--- src/rtl/shift_right_seq_pkg.sv ---
// Shared encodings and defaults for the iterative right shifter / field extractor.
package shift_right_seq_pkg;

    localparam int DEF_WIDTH    = 32;
    localparam int DEF_STEP_MAX = 3;

    localparam logic [1:0] MODE_LOGICAL = 2'b00;
    localparam logic [1:0] MODE_ARITH   = 2'b01;
    localparam logic [1:0] MODE_ROTATE  = 2'b10;

    typedef enum logic [1:0] {
        S_IDLE  = 2'd0,
        S_SHIFT = 2'd1,
        S_MASK  = 2'd2,
        S_DONE  = 2'd3
    } state_t;

endpackage

--- src/rtl/shift_right_step.sv ---
// Combinational right-shift cell: shifts by 0..3 and inserts fill bits at the top,
// with fill[step-1] landing in the MSB so rotate can feed back the low bits in order.
module shift_right_step #(
    parameter int WIDTH = 32
) (
    input  logic [WIDTH-1:0] i_word,
    input  logic [1:0]       i_step,
    input  logic [2:0]       i_fill,
    output logic [WIDTH-1:0] o_word
);

    always_comb begin
        o_word = i_word;
        case (i_step)
            2'd0: o_word = i_word;
            2'd1: o_word = {i_fill[0],   i_word[WIDTH-1:1]};
            2'd2: o_word = {i_fill[1:0], i_word[WIDTH-1:2]};
            2'd3: o_word = {i_fill[2:0], i_word[WIDTH-1:3]};
            default: o_word = i_word;
        endcase
    end

endmodule

--- src/rtl/shift_right_seq.sv ---
// Iterative right shifter / field extractor: up to STEP_MAX bits per clock, then a
// single masking cycle, result returned over a valid/ready handshake.
module shift_right_seq
    import shift_right_seq_pkg::*;
#(
    parameter  int WIDTH    = DEF_WIDTH,
    parameter  int STEP_MAX = DEF_STEP_MAX,
    localparam int AW       = $clog2(WIDTH)
) (
    input  logic             CLK,
    input  logic             RESET_N,
    input  logic             START,
    input  logic [WIDTH-1:0] DATA_IN,
    input  logic [AW-1:0]    AMOUNT,
    input  logic [1:0]       MODE,
    input  logic [AW-1:0]    MASK_LEN,
    output logic             BUSY,
    output logic [WIDTH-1:0] RESULT,
    output logic             RESULT_VALID,
    input  logic             RESULT_READY
);

    state_t           r_state;
    logic [WIDTH-1:0] r_shreg;
    logic [AW-1:0]    r_remain;
    logic [1:0]       r_mode;
    logic [AW-1:0]    r_mask_len;
    logic             r_sign;
    logic             r_busy;
    logic             r_valid;
    logic [WIDTH-1:0] r_result;

    logic [1:0]       w_step;
    logic [2:0]       w_fill;
    logic [WIDTH-1:0] w_shifted;
    logic [WIDTH-1:0] w_mask;

    assign w_step = (r_remain >= AW'(STEP_MAX)) ? 2'(STEP_MAX) : r_remain[1:0];

    always_comb begin
        w_fill = 3'b000;
        case (r_mode)
            MODE_ARITH:  w_fill = {3{r_sign}};
            MODE_ROTATE: w_fill = r_shreg[2:0];
            default:     w_fill = 3'b000;
        endcase
    end

    shift_right_step #(.WIDTH(WIDTH)) u_step (
        .i_word (r_shreg),
        .i_step (w_step),
        .i_fill (w_fill),
        .o_word (w_shifted)
    );

    // Keep bit gi when gi <= MASK_LEN, so MASK_LEN = WIDTH-1 keeps everything.
    generate
        for (genvar gi = 0; gi < WIDTH; gi++) begin : g_mask
            assign w_mask[gi] = (AW'(gi) <= r_mask_len);
        end
    endgenerate

    always_ff @(posedge CLK or negedge RESET_N) begin
        if (!RESET_N) begin
            r_state    <= S_IDLE;
            r_shreg    <= '0;
            r_remain   <= '0;
            r_mode     <= MODE_LOGICAL;
            r_mask_len <= '0;
            r_sign     <= 1'b0;
            r_busy     <= 1'b0;
            r_valid    <= 1'b0;
            r_result   <= '0;
        end else begin
            case (r_state)
                S_IDLE: begin
                    if (START) begin
                        r_shreg    <= DATA_IN;
                        r_remain   <= AMOUNT;
                        r_mode     <= MODE;
                        r_mask_len <= MASK_LEN;
                        r_sign     <= DATA_IN[WIDTH-1];
                        r_busy     <= 1'b1;
                        r_state    <= (AMOUNT != '0) ? S_SHIFT : S_MASK;
                    end
                end
                S_SHIFT: begin
                    r_shreg  <= w_shifted;
                    r_remain <= r_remain - AW'(w_step);
                    if (r_remain == AW'(w_step)) begin
                        r_state <= S_MASK;
                    end
                end
                S_MASK: begin
                    r_result <= r_shreg & w_mask;
                    r_valid  <= 1'b1;
                    r_state  <= S_DONE;
                end
                S_DONE: begin
                    if (RESULT_READY) begin
                        r_valid <= 1'b0;
                        r_busy  <= 1'b0;
                        r_state <= S_IDLE;
                    end
                end
                default: begin
                    r_state <= S_IDLE;
                    r_busy  <= 1'b0;
                    r_valid <= 1'b0;
                end
            endcase
        end
    end

    assign BUSY         = r_busy;
    assign RESULT       = r_result;
    assign RESULT_VALID = r_valid;

endmodule

--- config.mk ---
export PLATFORM = sky130hd
export DESIGN_NAME = shift_right_seq
export DESIGN_NICKNAME = d
export VERILOG_FILES = /design/src/rtl/shift_right_seq_pkg.sv /design/src/rtl/shift_right_step.sv /design/src/rtl/shift_right_seq.sv
export SDC_FILE = /design/constraint.sdc
export NUM_CORES = 1
export LEC_CHECK = 0
export ABC_AREA = 1
export CAP_MARGIN = 20
export CORE_MARGIN = 2
export CORE_UTILIZATION = 45
export DETAILED_ROUTE_END_ITERATION = 8
export GPL_ROUTABILITY_DRIVEN = 0
export PLACE_DENSITY = 0.74
export SLEW_MARGIN = 15
export SYNTH_ARGS = -nofsm -noshare
export SYNTH_HDL_FRONTEND = slang
export SYNTH_SLANG_ARGS = --single-unit
--- constraint.sdc ---
create_clock -name CLK -period 2.2 [get_ports CLK]
set_input_delay 0.44 -clock CLK [delete_from_list [all_inputs] [get_ports CLK]]
set_output_delay 0.44 -clock CLK [all_outputs]
set_load 0.01 [all_outputs]
Word level (Yosys, flattened, before mapping):

Cells that the tools add are included.

* bits in latches: 0
* bits in read-only memories: 0
* memories: 0
* flip-flop bits (word level): 81
* RAM bits: 0
* bits of input ports: 48
* logic and storage cells: 85
* output and inout port bits: 34

* $lt $le $gt $ge: 33
* reduce and logical (&&, ||, !) cells: 12
* div/mod/pow operators: 0
* eq/ne operators: 13
* bitwise logic cells: 1
* mux-type cells: 16
* $add $sub $neg: 1
* multiply operators: 0
* shift-type cells: 0

Operators with widths (count)
* $pmux W32 S3: 1
* $le A5 B5 Y1 const A: 16
* $pmux W32 S2: 1
* $le A4 B5 Y1 const A: 8
* $and A32 B32 Y32: 1
* $mux W32: 1
* $le A3 B5 Y1 const A: 4
* $eq A2 B2 Y1 const B: 5
* $le A1 B5 Y1 const A: 2
* $le A2 B5 Y1 const A: 2
* $mux W2: 5
* $pmux W5 S2: 1
* $reduce_and A3 Y1: 3
* $ne A2 B2 Y1 const B: 4
* $pmux W2 S4: 1
* $eq A2 B1 Y1 const B: 3
* $pmux W3 S2: 1
* $reduce_and A2 Y1: 3
* $reduce_bool A2 Y1: 3
* $eq A5 B2 Y1: 1
* $ge A5 B2 Y1 const B: 1
* $mux W5: 1
* $reduce_bool A5 Y1: 1
* $sub A5 B2 Y5: 1
* other kinds (3): 6

Depth between registers and ports, before layout:

Gate-level depths: netlist of the first run.

* depth in word-level cells: 5
* gate-level depth with buffers: 10
* gate-level depth less buffers: 9

By module:

From an unflattened synthesis of the first run, not the netlist that was laid out.

* cell total of the unflattened synthesis: 685
* area, all modules: 4895.9 um2

Modules (own cells, without submodules)
* shift_right_seq: sequential area each 2026.9 um2, area each 3862.5 um2, times used 1, cells each 489
* shift_right_step: sequential area each 0.0 um2, area each 1033.5 um2, times used 1, cells each 196

Least setup slack after synthesis of the first run:

Ideal clock, no wire load.

* path type: register -> register
* from: register r_state[1]
* to: register r_shreg[24]
* data arrival time: 1.470 ns
* setup time: 0.077 ns
* period minus slack after synthesis: 1.548 ns
* required time: 2.123 ns
* path buffers: 3
* stages on the path, launching flop included: 10
* path slack: 0.652 ns
* path through: dfrtp_1 -> inv_1 -> ha_1 -> buf_4 -> inv_2 -> o21ai_2 -> buf_4 -> buf_2 -> a21oi_1 -> a21oi_1

* longest elaborated chain between the ends: 3
* elaborated cells on any way between the ends: 7
* classes of those cells: 3 x eq/ne; 1 x mux; 3 x reduce/logical

RTL lines
* start: declaration: RTL line shift_right_seq.sv:23 `state_t r_state;`
* start signal: assignment: RTL line shift_right_seq.sv:84 `r_state <= (AMOUNT != '0) ? S_SHIFT : S_MASK;`
* $eq A2 B1 Y1 or $logic_not A2 Y1 (tied branches): RTL line shift_right_seq.sv:75 `case (r_state)`
* $ne A2 B2 Y1 (no source line) or $reduce_bool A2 Y1 (tied branches)
* $reduce_and A3 Y1 (no source line)
* end signal: assignment: RTL line shift_right_seq.sv:88 `r_shreg <= w_shifted;`
* end: declaration: RTL line shift_right_seq.sv:24 `logic [WIDTH-1:0] r_shreg;`

Several ways; a longest one is shown, not always the timed one.
A chain may end at the register's enable or synchronous reset.

Worst setup path after layout of the first run:

* from: register r_state[1]
* to: register r_shreg[19]

Same word-level chain as after synthesis.

==> metrics.md, run 1 <==
| Metric | Value |
|---|---|
| Met2 usage | 33.9% |
| FF/Latch Area | 0.00203 mm^2 |
| Grt total ovfl | 0 |
| YS warnings | 0 |
| Grt peak-use layer | met2 |
| Area growth syn-to-layout | 24.2% |
| Crit-path max cell delay | 0.40 ns |
| Clock Path Buffers | 2 |
| CP startpoint kind | register |
| Core area | 0.0102 mm^2 |
| Worst-Skew Late Latency | 0.36 ns |
| TNS Setup | 0 ns |
| Initial antenna violation count | 0 |
| Met3 Use GR | 3.49% |
| # fillers | 961 |
| Failing checks | hold timing |
| Hold Slack | -0.0112 ns |
| Vias in the first global route | 4179 |
| # resized after CTS | 0 |
| Seq cells post-synth | 81 |
| Die Y | 106 um |
| DRC viols | 0 |
| Worst Path Max Fanout | 32 |
| Met1 Usage GRT | 33.8% |
| Overall Global Routing Usage | 22.8% |
| CTS root buf | clkbuf_8 |
| DRT Pass-1 Iters | 5 |
| Final wirelength | 12500 um |
| Synth unique cells | 29 |
| First-pass GRT wire length | 20500 um |
| H-tree depth | 3 |
| F_max | 541 MHz |
| DRT antenna net count | 0 |
| Setup crit start | r_state[1] |
| Rows | 37 |
| Power per cell area | 1510 mW/mm^2 |
| Clk_skew | 0.00639 ns |
| Final setup violation count | 0 |
| CP Depth | 9 |
| Status | finished, violations left |
| # Post-CTS Setup Buffers | 0 |
| Final nets | 799 |
| Layout cells sized above 1 | 5.22% |
| WP buf/inv | 3 |
| Max-cap violations | 0 |
| Multi-input logic area | 0.00226 mm^2 |
| Vias per cell | 5.30 |
| Finished Core Util | 57.1% |
| Unrepaired setup endpoints after global routing | no |
| # clock sinks | 81 |
| Fin crit share | 84.1% |
| Clock transition at path regs | 0.08 ns |
| Critical Path Sink Type | register |
| Pre-CTS setup slack | 0.336 ns |
| Mapped Area | 0.00470 mm^2 |
| WL/cell | 14.1 um |
| Worst hold path type | in -> async |
| Ports | 82 |
| Slew @ Worst Pin | 0.400 ns |
| Minimum clock period | 1.85 ns |
| Sequential fraction of the synthesis area | 43.1% |
| Cells after Synth | 678 |
| Pleak | 2.76 nW |
| Most frequent cells in the layout | nand2_1, nor2_1, dfrtp_1, a21oi_1, clkdlybuf4s50_1 |
| Clock buffer count from CTS | 9 |
| Post-Syn Nets | 734 |
| Die width | 106 um |
| Commonest non-fill, non-tap cell in the layout | nand2_1 |
| Diodes inserted | 0 |
| RR Endpoint | r_shreg[19] |
| Highest-delay cell along the critical path | dfrtp_1 |
| Kind of critical path | reg -> reg |
| PnR worst setup slack | 0.351 ns |
| Largest net degree at the start of global routing | 73 |
| Worst Path Required | 2.47 ns |
| Top Family by Delay on Critical Path | buffers and inverters |
| CP arrival | 2.12 ns |
| CP Capture Point | r_shreg[19] |
| IO buf count | 81 |
| Crit-path cells | inv_1 -> ha_2 -> inv_2 -> nor2_1 -> nand2_2 -> nand2_2 -> buf_4 -> nor2_1 -> a21oi_1 |
| Worst r2r src | r_state[1] |
| Hpwl dp | 8580 um |
| Slew HR | 73.3% |
| CTS Hold Bufs | 0 |
| CTS tree | yes |
| DIE AREA | 0.0113 mm^2 |
| Starting Density | 45.9% |
| Reg2Reg Depth | 9 |
| Slew Viols, Final | 0 |
| Mean area per synthesized cell | 6.93 um^2 |
| Worst VDD drop | 0.596 mV |
| Final Hold Fails | 4 |
| Vias after detailed routing | 4676 |
| Initial DRC count | 590 |
| R2r setup slk | 0.35 ns |
per-layer routing:
metal / part of all wire (%) / wire length (um)
met1: 45 / 5670
met2: 45 / 5610
met3: 7.9 / 987
met4: 1.8 / 222
met5: 0 / 0
cells by family (layout without fill, tap and decap cells):
family	count (synthesis)	in the layout	synth area share, %
adder cells (fa/ha/maj)	8	8	2.13
buffers and inverters	97	166	8.76
flip-flops	81	81	43.1
AND/OR/NAND/NOR	360	360	31.3
multiplexers	1	1	0.213
AO/OA/AOI/OAI	131	131	14.5
where the power goes:
group	total, W	switching [W]	internal [W]
clock	0.00126	0.000531	0.000727
combinational	0.00446	0.00260	0.00186
sequential	0.00307	0.000854	0.00222
cells in the mapped netlist:
cell / instances / area, um^2
nand4_1: 2 / 12.5
clkbuf_1: 19 / 71.3
nand2_1: 203 / 762
nor2_4: 2 / 22.5
inv_1: 55 / 206
inv_2: 4 / 15.0
o41ai_1: 1 / 8.76
buf_2: 11 / 55.1
nand2_2: 4 / 25.0
buf_1: 1 / 3.75
o21ai_0: 39 / 195
a31oi_1: 1 / 6.26
dfrtp_1: 81 / 2030
a22oi_1: 1 / 7.51
o211ai_1: 3 / 22.5
nand3_1: 57 / 285
o22ai_1: 1 / 6.26
ha_1: 8 / 100
buf_6: 2 / 22.5
o21ai_1: 2 / 10.0
nor2_1: 88 / 330
nor3_1: 2 / 10.0
nand3b_1: 1 / 7.51
mux2i_1: 1 / 10.0
o2111ai_1: 1 / 8.76
o21ai_2: 1 / 8.76
nand3_4: 1 / 17.5
a21oi_1: 81 / 405
buf_4: 5 / 37.5
through the flow:
stage	power (W)	area, um^2	std cells
after global placement	0.00734	5610	868
after CTS	0.00877	5840	883
after detailed placement	0.00750	5610	868
after floorplan	0.00592	4700	678
final	0.00879	5840	883
after global routing	0.00952	5840	883
state kept, by name, summed over array words and instances (netlist names):
name,cells
r_remain,5
RESULT,32
r_shreg,32
r_state,2
BUSY,1
RESULT_VALID,1
r_mask_len,5
r_mode,2
r_sign,1
worst min path at each step:
stage          startpoint          end  depth (start not counted)
2_1_floorplan     RESET_N         BUSY                          0
3_3_place_gp      RESET_N  r_remain[3]                          1
3_5_place_dp      RESET_N  r_remain[2]                          1
4_1_cts           RESET_N  r_remain[2]                          1
5_1_grt           RESET_N  r_remain[2]                          1
6_report          RESET_N  r_remain[2]                          1
layout make-up:
type,instances,area share [%]
Sequential cell,81,34.7
Multi-Input combinational cell,500,38.8
Clock inverter,2,1.03
Timing Repair Buffer,92,15.9
Inverter,59,3.79
Clock buffer,13,2.89
Tap cell,136,2.91
Note: power is estimated with default switching activity, not from simulation.
==> run 2, diff against run 1 <==
--- a/config.mk
+++ b/config.mk
@@ -11,7 +11,7 @@
 export CORE_UTILIZATION = 45
 export DETAILED_ROUTE_END_ITERATION = 8
 export GPL_ROUTABILITY_DRIVEN = 0
-export PLACE_DENSITY = 0.74
+export PLACE_DENSITY = 0.76
 export SLEW_MARGIN = 15
 export SYNTH_ARGS = -nofsm -noshare
 export SYNTH_HDL_FRONTEND = slang
==> constraint.sdc (replaced) <==
create_clock -name CLK -period 1.7 [get_ports CLK]
set_input_delay 0.34 -clock CLK [delete_from_list [all_inputs] [get_ports CLK]]
set_output_delay 0.34 -clock CLK [all_outputs]
set_load 0.01 [all_outputs]
==> run 2 against run 1 <==
Effect of this change: the flow now finishes without violations; sequential share of layout area is 0.57 points lower; sequential power is 29% higher; count of clock-buffer cells in the layout is 1 lower; global-route usage is 1.1 points higher; core utilization is 0.99 points higher; clock power is 3% higher; clock skew is 0.0016 ns higher; cell count is 1.1% higher; first-iteration DRC count is 5.1% lower; critical path type unchanged; highest routed layer unchanged.
==> metrics.md, run 2 (same netlist as run 1, synthesis figures left out) <==
| Metric | Value |
|---|---|
| Status | finished, final reports clean |
| Worst-Skew Late Latency | 0.36 ns (about the same) |
| DIE AREA | 0.0113 mm^2 (unchanged) |
| Final setup violation count | 0 (unchanged) |
| Clock transition at path regs | 0.08 ns (about the same) |
| Slew @ Worst Pin | 0.452 ns (+0.0527 ns) |
| Core area | 0.0102 mm^2 (unchanged) |
| IO buf count | 81 (unchanged) |
| H-tree depth | 3 (unchanged) |
| Die width | 106 um (unchanged) |
| WP buf/inv | 4 (+1) |
| Largest net degree at the start of global routing | 73 (unchanged) |
| Clk_skew | 0.00802 ns (+0.00162 ns) |
| Ports | 82 (unchanged) |
| Area growth syn-to-layout | 26.4% |
| Kind of critical path | reg -> reg |
| DRC viols | 0 (unchanged) |
| F_max | 609 MHz (+13%) |
| Initial DRC count | 560 (-5.1%) |
| TNS Setup | 0 ns (unchanged) |
| Starting Density | 45.9% (unchanged) |
| Worst Path Required | 1.98 ns (-0.49 ns) |
| Rows | 37 (unchanged) |
| Crit-path max cell delay | 0.41 ns (about the same) |
| Clock buffer count from CTS | 9 (unchanged) |
| Most frequent cells in the layout | nand2_1, nor2_1, a21oi_1 |
| First-pass GRT wire length | 21500 um (+4.9%) |
| Layout cells sized above 1 | 7.00% (+1.8 points) |
| Overall Global Routing Usage | 23.8% (+1.1 points) |
| Highest-delay cell along the critical path | dfrtp_1 |
| Initial antenna violation count | 0 (unchanged) |
| # clock sinks | 81 (unchanged) |
| Slew Viols, Final | 0 (unchanged) |
| Diodes inserted | 0 (unchanged) |
| Top Family by Delay on Critical Path | compound AO/OA/AOI/OAI gates |
| Pleak | 2.79 nW (+0.88%) |
| Minimum clock period | 1.64 ns (-0.206 ns) |
| Placed Area | 0.00571 mm^2 (+1.8%) |
| Worst VDD drop | 0.724 mV (+21%) |
| Most used cell, CP | inv_2 |
| Final wirelength | 12800 um (+2.5%) |
| Vias in the first global route | 4530 (+8.4%) |
| Finished Cell Area | 0.00594 mm^2 (+1.7%) |
| Final nets | 808 (+1.1%) |
| Critical Path Sink Type | register |
| CP arrival | 1.92 ns (-0.20 ns) |
| Worst Path Max Fanout | 6 (-81%) |
| CTS root buf | clkbuf_8 |
| CTS tree | yes |
| DRT Pass-1 Iters | 6 (+1) |
| Final Hold Fails | 0 (-4) |
| CP startpoint kind | register |
| Hpwl dp | 9120 um (+6.3%) |
| Clock Path Buffers | 2 (unchanged) |
| Fin crit share | 96.7% (+13 points) |
| DRT antenna net count | 0 (unchanged) |
| Slew HR | 69.8% (-3.5 points) |
| Commonest non-fill, non-tap cell in the layout | nand2_1 |
| Worst hold path type | in -> async |
| Grt total ovfl | 0 (unchanged) |
| Die Y | 106 um (unchanged) |
| Crit-path cells | inv_2 -> ha_4 -> inv_2 -> o21ai_4 -> buf_4 -> inv_2 -> a21oi_1 -> o21ai_1 -> o21ai_1 |
| Vias after detailed routing | 4735 (+1.3%) |
| Power per cell area | 1920 mW/mm^2 (+28%) |
| Vias per cell | 5.30 (+0.13%) |
| # fillers | 948 (-1.4%) |
| WL/cell | 14.3 um (+1.3%) |
| Unrepaired setup endpoints after global routing | yes |
| Max-cap violations | 0 (unchanged) |
run 2: cell count changes in the layout (fill, tap and decap cells not counted), moves of 2 or more:
| cell | change |
|---|---|
| bufinv_16 | -2 |
| ha_1 | -2 |
| buf_12 | +4 |
| ha_4 | +2 |
| clkinvlp_4 | +2 |
| inv_2 | +2 |
| inv_1 | -2 |
| buf_4 | +4 |
| clkbuf_8 | -2 |
run 2: layer usage:
layer	global-route usage (%)	vias up	wire length, um
li1	-	2315	-
met1	33.5	2194	5740
met2	37.7	208	5810
met3	4.17	18	1010
met4	7.24	0	238
met5	0	-	0
run 2: layout make-up:
type                       count  area [um^2]  share of cell area (%)
clock buffer                  12          145                    2.44
clock inverter                 4         28.8                   0.484
inverter                      59          221                    3.73
multi-input combinational    500         2300                    38.7
sequential                    81         2030                    34.1
tap                          136          170                    2.86
timing repair buffer         101         1050                    17.6
run 2: final timing paths:
check | start | end | slack (ns) | cells after the start
max in group asynchronous | RESET_N | r_shreg[19] | 0.63 | 3
worst min-delay path | RESET_N | r_remain[2] | 0.47 | 2
min in group CLK | RESULT[12] | RESULT[12] | 0.49 | 2
worst min register to register | RESULT[12] | RESULT[12] | 0.49 | 2
worst max-delay path | r_state[1] | r_remain[0] | 0.06 | 9
worst max register to register | r_state[1] | r_remain[0] | 0.06 | 9
run 2: worst reg2reg max path, delay by kind of cell (launching register included):
kind,cells,cell delay (ns)
compound gates,4,0.55
fa+ha+maj,1,0.17
buf+inv,4,0.45
flops,1,0.41
run 2: through the flow:
| step | instances | hold WS (ns) | util [%] | worst slack [ns] | total power (W) |
|---|---|---|---|---|---|
| after global placement | 875 | 0.306 | 55.9 | 0.0956 | 0.00969 |
| after global routing | 893 | 0.489 | 58.1 | -0.00931 | 0.0124 |
| after floorplan | 678 | 0.0444 | - | 0.152 | 0.00767 |
| after detailed placement | 875 | 0.315 | 55.9 | -0.0000790 | 0.00995 |
| after CTS | 892 | 0.469 | 57.7 | 0.0225 | 0.0113 |
| final | 893 | 0.468 | 58.1 | 0.0567 | 0.0114 |
run 2: repair_timing:
item | CTS | global route
hold buffers | 1 | 0
hold endpoints to repair | 29 | 0
setup endpoints to repair | 2 | 39
setup buffers | 0 | 1
gates resized for setup | 2 | 7
run 2: power breakdown:
part	switching, W	total, W	leakage (nW)	internal [W]
logic	0.00353	0.00617	1.75	0.00264
clock network	0.000724	0.00130	0.0826	0.000572
registers	0.00109	0.00397	0.954	0.00287
total	0.00534	0.0114	2.79	0.00609
==> run 3, diff against run 2 <==
--- a/config.mk
+++ b/config.mk
@@ -11,8 +11,9 @@
 export CORE_UTILIZATION = 45
 export DETAILED_ROUTE_END_ITERATION = 8
 export GPL_ROUTABILITY_DRIVEN = 0
-export PLACE_DENSITY = 0.76
+export PLACE_DENSITY = 0.72
 export SLEW_MARGIN = 15
 export SYNTH_ARGS = -nofsm -noshare
 export SYNTH_HDL_FRONTEND = slang
+export SYNTH_HIERARCHICAL = 1
 export SYNTH_SLANG_ARGS = --single-unit
==> run 3 against run 2 <==
Effect of this change: power is 8.4% higher; clock skew decreased by 0.00094 ns; the run now ends with DRC, hold timing left; worst hold slack got worse by 0.47 ns; synthesized cell count rose by 1.0%; count of clock-buffer cells in the layout shrank 3.
==> metrics.md, run 3 <==
| Metric | Value |
|---|---|
| Crit-path max cell delay | 0.39 ns (-0.02 ns) |
| Worst r2r src | r_remain[2] |
| Main flop type after synthesis | dfrtp_1 |
| Rows | 38 (+2.7%) |
| WP buf/inv | 2 (-2) |
| Top-area cell type share of the netlist area | 41.4% (-1.7 points) |
| Slew HR | 71.5% (+1.6 points) |
| Overall Global Routing Usage | 24.2% (+0.40 points) |
| Largest net degree at the start of global routing | 82 (+12%) |
| Commonest non-fill, non-tap cell in the layout | nand2_1 |
| WL/cell | 15.4 um (+7.3%) |
| Synth unique cells | 24 (-17%) |
| Layout cells sized above 1 | 9.18% (+2.2 points) |
| # fillers | 984 (+3.8%) |
| Internal | 0.00654 W (+7.5%) |
| Core area | 0.0107 mm^2 (+5.0%) |
| Clock transition at path regs | 0.09 ns (about the same) |
| Critical Path Sink Type | register |
| Worst Path Max Fanout | 16 (+10) |
| Asr flop ratio synth | 100% (unchanged) |
| EDFF count, synth | 0 (unchanged) |
| Max-cap violations | 0 (unchanged) |
| Grt total ovfl | 0 (unchanged) |
| Worst VDD drop | 0.774 mV (+6.9%) |
| Seq pwr share | 31.9% (-2.8 points) |
| Multi-input logic area | 0.00248 mm^2 (+7.8%) |
| Clock buffer count from CTS | 9 (unchanged) |
| Starting Density | 45.6% (-0.38 points) |
| Slew @ Worst Pin | 0.428 ns (-0.0244 ns) |
| Most used cell, CP | nand2_1 |
| CP startpoint kind | register |
| Post-Syn Nets | 740 (+0.82%) |
| Area growth syn-to-layout | 27.8% |
| Cells after Synth | 685 (+1.0%) |
| CTS tree | yes |
| Clock Path Buffers | 2 (unchanged) |
| Final wirelength | 14000 um (+9.7%) |
| H-tree depth | 3 (unchanged) |
| Yosys top cell by area | dfrtp_1 |
| Worst hold path type | in -> async |
| Seq cells post-synth | 81 (unchanged) |
| Failing checks | DRC, hold timing |
| Kind of critical path | reg -> reg |
| Vias per cell | 5.63 (+6.2%) |
| Top-count cell post-synth | nand2_1 |
| Power per cell area | 1980 mW/mm^2 (+3.0%) |
| Sequential fraction of the synthesis area | 41.4% (-1.7 points) |
| DIE AREA | 0.0117 mm^2 (+4.0%) |
| Setup crit start | r_remain[2] |
| Reg2Reg Depth | 10 (+1) |
| Diodes inserted | 0 (unchanged) |
| Hold Slack | -0.00255 ns (-0.470 ns) |
| Worst Path Required | 1.99 ns (about the same) |
| DRT antenna net count | 0 (unchanged) |
| Final nets | 823 (+1.9%) |
| Status | finished, violations left |
| Mapped Area | 0.00490 mm^2 (+4.2%) |
| F_max | 599 MHz (-1.5%) |
| Worst-Skew Late Latency | 0.36 ns (about the same) |
| # Post-CTS Setup Buffers | 0 (unchanged) |
| CP arrival | 1.96 ns (+0.04 ns) |
| Slew Viols, Final | 0 (unchanged) |
| TNS Setup | 0 ns (unchanged) |
| Top Family by Delay on Critical Path | simple AND/OR/NAND/NOR gates |
| Clk_skew | 0.00708 ns (-0.000939 ns) |
| First-pass GRT wire length | 22300 um (+3.6%) |
| Vias in the first global route | 4692 (+3.6%) |
| Top cells by area, synth | dfrtp_1, nand2_1, nand3_1 |
| Highest-delay cell along the critical path | dfrtp_1 |
| Fin crit share | 98.1% (+1.5 points) |
| Mean area per synthesized cell | 7.15 um^2 (+3.1%) |
| CTS root buf | clkbuf_8 |
| Final setup violation count | 0 (unchanged) |
| Ports | 82 (unchanged) |
| Unrepaired setup endpoints after global routing | yes |
| YS warnings | 6 (+6) |
| Die width | 108 um (+2.0%) |
| CP Depth | 10 (+1) |
| P_sw | 0.00585 W (+9.5%) |
| R2r setup slk | 0.03 ns (-0.02 ns) |
| Pleak | 2.87 nW (+2.9%) |
| Minimum clock period | 1.67 ns (+0.0250 ns) |
| DRT Pass-1 Iters | 9 (+3) |
| Final Hold Fails | 3 (+3) |
| DRC viols | 1 (+1) |
| FF/Latch Area | 0.00203 mm^2 (about the same) |
| Synth cell count leaders | nand2_1, nand3_1, dfrtp_1 |
| Switching Fraction | 47.2% (+0.45 points) |
| IO buf count | 81 (unchanged) |
| CP Capture Point | r_shreg[11] |
| Crit-path cells | nor2_2 -> nand2_2 -> clkinv_4 -> nand2_8 -> nor2_8 -> clkbuf_16 -> nand2_1 -> nand4_1 -> nand2_1 -> a31oi_1 |
| RR Endpoint | r_shreg[11] |
| Comb power frac | 56.3% (+2.3 points) |
| Vias after detailed routing | 5142 (+8.6%) |
| Finished Core Util | 58.2% (+0.14 points) |
| Clock power frac | 11.8% (+0.5 points) |
| Die Y | 108 um (+2.0%) |
| Initial DRC count | 635 (+13%) |
| Most frequent cells in the layout | nand2_1, nand3_1, dfrtp_1 |
| Hpwl dp | 9960 um (+9.3%) |
| # clock sinks | 81 (unchanged) |
| Initial antenna violation count | 0 (unchanged) |
==> run 3: how the worst min path moves through the flow <==
| stage | endpoint | startpoint | cells past startpoint | slack [ns] |
|---|---|---|---|---|
| global placement | RESULT[31] | RESET_N | 2 | 0.40 |
| finish | RESULT[28] | RESET_N | 2 | -0.003 |
| CTS | RESULT[28] | RESET_N | 2 | 0.02 |
| detailed placement | RESULT[28] | RESET_N | 2 | 0.41 |
| global route | RESULT[28] | RESET_N | 2 | 0.02 |
| floorplan | BUSY | RESET_N | 0 | 0.04 |
==> run 3: area by class of cell <==
class                           count  area share [%]
Multi-Input combinational cell    523            39.6
Sequential cell                    81            32.4
Timing Repair Buffer              118            19.7
Tap cell                          140            2.80
Inverter                           35            2.22
Clock buffer                        9            1.98
Clock inverter                      7            1.24
==> run 3: timing repair <==
action,4_1_cts,5_1_grt
hold buffers,0,0
resized for setup,3,17
pin swaps,0,7
cloned,0,3
setup endpoints to repair,25,32
==> run 3: cells by family (layout without fill, tap and decap cells) <==
family,count (synthesis),count (layout),synth area share (%)
flip-flops,81,81,41.4
buffers and inverters,81,169,8.94
AND/OR/NAND/NOR,443,443,39.4
AO/OA/AOI/OAI,73,73,8.46
adder cells (fa/ha/maj),7,7,1.79
==> run 3: layer usage <==
layer  part of all wire (%)  global-route usage (%)  vias to the layer above
met5                      0                       0                        -
li1                       -                       -                     2458
met1                     42                    32.0                     2355
met3                    9.4                    5.00                       36
met2                     46                    38.8                      293
met4                    2.6                    10.3                        0
==> run 3: worst register-to-register path, delay by kind of cell (launching register included) <==
kind / cells / cell delay [ns]
buf+inv: 2 / 0.30
flops: 1 / 0.39
compound gates: 1 / 0.16
simple gates: 7 / 0.75
==> run 3: through the flow <==
step	power [W]	std cells	instance area (um^2)	setup slack, ns	hold slack, ns
final	0.0124	913	6260	0.0317	-0.00255
after global routing	0.0135	913	6260	-0.0767	0.0151
after CTS	0.0121	910	6120	0.0327	0.0173
after detailed placement	0.0106	894	5910	-0.00813	0.406
after global placement	0.0104	894	5910	0.0422	0.404
after floorplan	0.00828	685	4900	0.0438	0.0444
==> run 3: power groups by stage <==
stage               clock network [W]  logic, W  registers (W)
finish                        0.00146   0.00698        0.00396
global route                  0.00157   0.00782        0.00406
CTS                           0.00149   0.00671        0.00390
detailed placement                  0   0.00665        0.00393
global placement                    0   0.00649        0.00389
floorplan                           0   0.00457        0.00371
